--- src/rtl/apb_gpio_bank.sv ---
// APB GPIO bank: direction/output/input registers plus an edge-triggered
// interrupt status register with per-bit edge select and interrupt enable.
// Pins are brought in through a two-flop synchronizer. Edge events are
// masked for a short warm-up period after reset release.
module apb_gpio_bank #(
   parameter int DATA_WIDTH = 8,
   parameter int ADDR_WIDTH = 3
) (
   input  logic                  pclk,
   input  logic                  presetn,
   input  logic                  psel,
   input  logic                  penable,
   input  logic                  pwrite,
   input  logic [ADDR_WIDTH-1:0] paddr,
   input  logic [DATA_WIDTH-1:0] pwdata,
   output logic [DATA_WIDTH-1:0] prdata,
   output logic                  pready,
   output logic                  pslverr,
   input  logic [DATA_WIDTH-1:0] gpio_in,
   output logic [DATA_WIDTH-1:0] gpio_out,
   output logic [DATA_WIDTH-1:0] gpio_oe,
   output logic                  irq
);

   localparam logic [ADDR_WIDTH-1:0] A_DIR  = ADDR_WIDTH'(0);
   localparam logic [ADDR_WIDTH-1:0] A_OUT  = ADDR_WIDTH'(1);
   localparam logic [ADDR_WIDTH-1:0] A_IN   = ADDR_WIDTH'(2);
   localparam logic [ADDR_WIDTH-1:0] A_IE   = ADDR_WIDTH'(3);
   localparam logic [ADDR_WIDTH-1:0] A_EDGE = ADDR_WIDTH'(4);
   localparam logic [ADDR_WIDTH-1:0] A_ISR  = ADDR_WIDTH'(5);

   typedef enum logic {
      IDLE   = 1'b0,
      ACCESS = 1'b1
   } state_t;

   state_t                  state_q, state_d;
   logic [DATA_WIDTH-1:0]   dir_q, out_q, ie_q, edge_q, isr_q;
   logic [DATA_WIDTH-1:0]   sync_p0, sync_p1, sync_p2;
   logic [1:0]              warm_q;
   logic                    warm_done;
   logic                    wr_commit;
   logic                    addr_err;
   logic [DATA_WIDTH-1:0]   rd_mux;
   logic [DATA_WIDTH-1:0]   w1c_mask;
   logic [DATA_WIDTH-1:0]   evt;

   // APB state register
   always_ff @(posedge pclk or negedge presetn) begin
      if (!presetn) state_q <= IDLE;
      else          state_q <= state_d;
   end

   // Next state: any select enters ACCESS, ACCESS always lasts one cycle
   always_comb begin
      state_d = state_q;
      case (state_q)
         IDLE:    if (psel) state_d = ACCESS;
         ACCESS:  state_d = IDLE;
         default: state_d = IDLE;
      endcase
   end

   assign pready    = (state_q == ACCESS);
   assign wr_commit = psel & penable & pready & pwrite;

   // Read mux and reserved-address decode
   always_comb begin
      rd_mux   = '0;
      addr_err = 1'b0;
      case (paddr)
         A_DIR:   rd_mux = dir_q;
         A_OUT:   rd_mux = out_q;
         A_IN:    rd_mux = sync_p1;
         A_IE:    rd_mux = ie_q;
         A_EDGE:  rd_mux = edge_q;
         A_ISR:   rd_mux = isr_q;
         default: addr_err = 1'b1;
      endcase
   end

   assign prdata  = pready ? rd_mux : '0;
   assign pslverr = pready & addr_err;

   // Plain read/write configuration registers
   always_ff @(posedge pclk or negedge presetn) begin
      if (!presetn) begin
         dir_q  <= '0;
         out_q  <= '0;
         ie_q   <= '0;
         edge_q <= '1;
      end else if (wr_commit) begin
         case (paddr)
            A_DIR:   dir_q  <= pwdata;
            A_OUT:   out_q  <= pwdata;
            A_IE:    ie_q   <= pwdata;
            A_EDGE:  edge_q <= pwdata;
            default: ;
         endcase
      end
   end

   // Pin synchronizer; sync_p2 holds the previous synchronized value
   always_ff @(posedge pclk or negedge presetn) begin
      if (!presetn) begin
         sync_p0 <= '0;
         sync_p1 <= '0;
         sync_p2 <= '0;
      end else begin
         sync_p0 <= gpio_in;
         sync_p1 <= sync_p0;
         sync_p2 <= sync_p1;
      end
   end

   // Warm-up counter: the synchronizer fills with real pin values before events count
   always_ff @(posedge pclk or negedge presetn) begin
      if (!presetn)            warm_q <= 2'd0;
      else if (warm_q != 2'd3) warm_q <= warm_q + 2'd1;
   end

   assign warm_done = (warm_q == 2'd3);
   assign evt       = warm_done ? ((sync_p1 & ~sync_p2 & edge_q) |
                                   (~sync_p1 & sync_p2 & ~edge_q)) : '0;
   assign w1c_mask  = (wr_commit && (paddr == A_ISR)) ? pwdata : '0;

   // Interrupt status: a new event wins over a simultaneous clear
   always_ff @(posedge pclk or negedge presetn) begin
      if (!presetn) isr_q <= '0;
      else          isr_q <= (isr_q & ~w1c_mask) | evt;
   end

   assign gpio_out = out_q;
   assign gpio_oe  = dir_q;
   assign irq      = |(isr_q & ie_q);

endmodule

--- config.mk ---
export PLATFORM = sky130hd
export DESIGN_NAME = apb_gpio_bank
export DESIGN_NICKNAME = d
export VERILOG_FILES = /design/src/rtl/apb_gpio_bank.sv
export SDC_FILE = /design/constraint.sdc
export NUM_CORES = 1
export LEC_CHECK = 0
export CAP_MARGIN = 20
export CORE_MARGIN = 1.5
export CORE_UTILIZATION = 26
export CTS_CLUSTER_SIZE = 10
export DETAILED_ROUTE_END_ITERATION = 10
export GPL_ROUTABILITY_DRIVEN = 0
export PLACE_DENSITY_LB_ADDON = 0.3
export SLEW_MARGIN = 20
export SYNTH_ARGS = -nofsm -noshare
export SYNTH_HDL_FRONTEND = slang
export SYNTH_SLANG_ARGS = --single-unit
--- constraint.sdc ---
create_clock -name pclk -period 1.99 [get_ports pclk]
set_input_delay 0.199 -clock pclk [delete_from_list [all_inputs] [get_ports pclk]]
set_output_delay 0.199 -clock pclk [all_outputs]
set_load 0.01 [all_outputs]
* Word-level counts from Yosys, hierarchy flattened
Index checks and enable logic that the tools add are counted.
** Word-level totals
- Register bits :: 67
- Word-level logic and storage cells :: 50
- Output and inout port bits :: 27
- Input bits :: 24
- Memories kept :: 0
- Latch bits :: 0
- Bits in read-only memories :: 0
- RAM bits :: 0
** Operators by class
- Shift-type cells :: 0
- Multipliers :: 0
- $lt $le $gt $ge :: 0
- Reduce and logical (&&, ||, !) cells :: 8
- Eq/ne operators :: 7
- Bitwise gates (word level) :: 17
- Mux-type cells :: 7
- $add $sub $neg :: 1
- Div/mod/pow operators :: 0
** Operators with widths (number)
- bitwise AND 8 bit :: 6
- one-hot mux 8 bit (6 select lines) :: 1
- inverter 8 bit :: 4
- 2-to-1 mux 8 bit :: 3
- bitwise OR 8 bit :: 2
- AND reduction 2 bit :: 4
- OR reduction 8 bit :: 1
- equality test 3 x 2 -> 1 bit (second input constant) :: 2
- equality test 3 bit (second input constant) :: 2
- OR reduction 6 bit :: 1
- bitwise AND 1 bit :: 4
- equality test 3 x 1 -> 1 bit (second input constant) :: 1
- logical NOT 3 bit :: 1
- adder 2 x 1 -> 2 bit (second input constant) :: 1
- equality test 2 bit (second input constant) :: 1
- 2-to-1 mux 1 bit :: 2
- != test 2 bit (second input constant) :: 1
- one-hot mux 1 bit (2 select lines) :: 1
- logical AND 1 bit :: 1
- inverter 1 bit :: 1

* Logic depth before layout (Yosys ltp)
- Depth in word-level cells :: 8
- Depth in mapped cells :: 6
- Mapped depth without buffers :: 3

* Least setup slack after synthesis
Ideal clock, no wire load.
- Kind :: register to register
- Start point :: register state_q (netlist: pready)
- End point :: register dir_q[0] (netlist: gpio_oe[0])
- Path buffers :: 1
- Stages on the path, launching flop included :: 5
- Data arrival time :: 1.392 ns
- Slack :: 0.473 ns
- Library setup time :: 0.125 ns
- Path through :: dfrtp_1 > buf_6 > nand4_4 > nor4_4 > mux2_2
** Between the ends
- Word-level cells in the longest chain between the ends :: 3
** Ends and longest elaborated chain
- start, declared :: line 37 : state_t state_q, state_d;
- start signal, assigned :: line 51 : else state_q <= state_d;
- bitwise AND 1 bit (2 in a row) :: line 65 : assign wr_commit = psel & penable & pready & pwrite;
- AND reduction 2 bit (no line)
- end signal, assigned :: line 94 : A_DIR: dir_q <= pwdata;
- end, declared :: line 38 : logic [DATA_WIDTH-1:0] dir_q, out_q, ie_q, edge_q, isr_q;
Every way passes these cells.
A chain may end at the register's enable or synchronous reset.

* Worst setup path in the final report
- Start point :: register dir_q[7] (netlist: gpio_oe[7])
- End point :: output prdata[7]
** Between the ends
- Word-level cells in the longest chain between the ends :: 2
** Ends and longest elaborated chain
- one-hot mux 8 bit (6 select lines) :: line 71 : case (paddr)
- 2-to-1 mux 8 bit :: line 82 : assign prdata = pready ? rd_mux : '0;
- end, declared :: line 16 : output logic [DATA_WIDTH-1:0] prdata,
Every way passes these cells.

==> impl_metrics.yaml <==
synthesis:
  synth_fp_nets: 237
  yosysWarnings: 0
  synthArstFlopShare_pct: 100
  synth-edff-count: 0
  yosysSeqAreaShare_pct: 56.3
  synth.distinct_cells: 36
  syn-instance-count: 212
  synth_area_mm2: 0.00299
  synth_top_area_share_pct: 49.3
  ys_ff_latch: 67
  syn_area_per_cell_um2: 14.1
  yosys-top-cells-area: "dfrtp_1 (49%), mux2_2 (12%), dfstp_2 (7.0%), mux2i_1 (4.0%), mux4_2 (3.8%)"
  yosys.area.top_type: "dfrtp_1"
  ys.flop_type: "dfrtp_1"
finish:
  layout_commonest_cell: "dfrtp_1"
  nets: 319
  layout_common_cells: "dfrtp_1 (59), clkdlybuf4s50_1 (38), mux2_2 (33)"
  fill_cells: 1103
  syn2layout_area_growth_pct: 39.0
  drive_above_1_share_pct: 34.4
  multi_input_area_mm2: 0.00122
  seq_area_mm2: 0.00169
  diodes: 0
cts:
  post-cts-setup-buffer-count: 0
  clkTransAtPathRegs_ns: 0.05
  clk_latency_ns: 0.33
  cts-root-buf: "clkbuf_16"
  clockBufferDepth: 2
  clkSinkCount: 67
  htreeDepth: 3
  cts_tree: "built"
  numCtsBuffers: 9
setup_path:
  worstPathRequired_ns: 1.79
  critical_path.endpoint_type: "primary output"
  path_class: "reg2out"
  crit_arrival_ns: 1.70
  start_kind: "flop"
  crit_fanout: 3
routing:
  wire_per_inst_um: 17.0
  detail_route.iter0.violations: 111
  via_per_inst: 4.60
  drc: 0
  ant_nets: 0
  vias: 2031
  wirelength_um: 7500
  firstDrtPassIters: 4
pwr:
  p_int_mw: 2.84
  clockPowerShare_pct: 45.1
  power.density_mw_per_mm2: 888
  p_switching_mw: 0.854
  power_mw: 3.69
  combPwrFrac_pct: 12.9
  p_leak_nw: 1.83
  peakVddDrop_uv: 436
  seqPwrFrac_pct: 42.0
  swShare_pct: 23.1
sta:
  finalMaxSlewViolations: 0
  period_needed_ns: 1.90
  worst_pin_slew_ns: 0.549
  setup_violations: 0
  finalSetupTns_ns: 0
  fin_skew_ns: 0.00722
  min_period_over_period_pct: 95.3
  max-slew-margin-rel_pct: 63.4
  whs_ns: 0.308
  fmax_mhz: 527
  rsz0062_at_grt: "false"
  hold_violations: 0
placed_design:
  io_buffer_count: 50
  hpwl_um: 5290
floorplanning:
  fp-row-count: 39
  start_util_pct: 26.4
  io_pins: 51
  die_h_um: 110
  die_area_mm2: 0.0122
  die_w_um: 110
  coreArea_mm2: 0.0113
grt:
  first_global_vias: 2132
  antenna_found_initial: 0
  grt_pass1_wl_um: 11900
  grt_max_degree: 68
  grt.overflow.total: 0
  grt_usage_pct: 13.7
job:
  max-cap-violations: 0
outcome:
  outcome: "complete, no violations"
worst_hold_path:
  hp-class: "in2reg"
[power by group through the flow]
stage	Combinational [mW]	Clock (mW)	Sequential, mW
after floorplan	0.213	0	1.57
after global placement	0.483	0	1.57
after detailed placement	0.486	0	1.58
after CTS	0.484	1.71	1.55
after global routing	0.521	1.78	1.57
final	0.477	1.67	1.55
[routing by layer]
layer | routed length [um] | track usage (%)
met2 | 3280 | 19.9
met4 | 116 | 5.31
met5 | 0 | 0
met1 | 3720 | 19.3
met3 | 374 | 3.76
[area by class of cell]
class / instances / share of cell area, %
clock buffers: 11 / 5.59
inverters: 5 / 0.451
flip-flops and latches: 67 / 40.5
well taps: 143 / 4.30
repair buffers: 82 / 18.0
clock inverters: 5 / 1.86
multi-input cells: 129 / 29.3
[stage by stage]
step | cells | area, um^2 | utilization (%) | setup slack (ns)
CTS | 442 | 4160 | 36.8 | 0.0856
global route | 442 | 4160 | 36.8 | 0.0364
global placement | 425 | 3840 | 34.0 | -0.256
detailed placement | 425 | 3840 | 34.0 | -0.248
floorplan | 212 | 2990 | - | 0.473
finish | 442 | 4160 | 36.8 | 0.0929
[synthesized netlist by cell type, types with 2 or more instances]
library cell and count:
dfrtp_1 59, dfstp_2 8, mux2_2 33, a22o_1 8, o2bb2ai_1 2, buf_4 5
mux2i_1 12, nand3b_1 10, o21a_1 2, a211oi_1 2, nand2_1 2, o21ai_0 9
mux4_2 5, nand2b_1 9, a22oi_1 5, o22ai_1 4, a21boi_0 2, inv_1 5
and3_2 2, buf_6 2, clkbuf_1 3, nand4_1 9
[registers in the layout, summed over array words and instances, names as in the netlist, 8 cells and up]
name / cells
edge_q: 8
gpio_oe: 8
gpio_out: 8
ie_q: 8
isr_q: 8
sync_p0: 8
sync_p1: 8
sync_p2: 8
[cell families after synthesis]
family	count (synthesis)	share of synthesized area (%)
AO/OA/AOI/OAI	35	8.27
XOR/XNOR	1	0.293
adder cells (fa/ha/maj)	1	0.418
buffers and inverters	16	3.18
flip-flops	67	56.3
multiplexers	50	20.2
AND/OR/NAND/NOR	42	11.3
[path summary, 6_finish.rpt]
check                           start          to  slack [ns]  cells past startpoint
setup / recovery           gpio_oe[7]   prdata[7]        0.09                      4
min in group asynchronous     presetn  sync_p0[6]        0.43                      3
hold / removal             gpio_in[5]  sync_p0[5]        0.31                      1
hold reg to reg            sync_p0[1]  sync_p1[1]        0.35                      0
setup reg to reg               pready  gpio_oe[2]        0.29                      5
max in group asynchronous     presetn   edge_q[4]        1.23                      3
[worst max-delay path, stage by stage (launching register included)]
cell           delay (ns)
dfrtp_1              0.42
mux4_2               0.49
nand3b_1             0.10
o31ai_1              0.07
dlygate4sd2_1        0.30
[repair_timing]
| item | 4_1_cts | 5_1_grt |
|---|---|---|
| gates resized for setup | 12 | 0 |
| hold buffers | 1 | 0 |
| endpoints found under the setup margin | 8 | 0 |
| endpoints found under the hold margin | 59 | 0 |
Note: power is estimated with default switching activity, not from simulation.
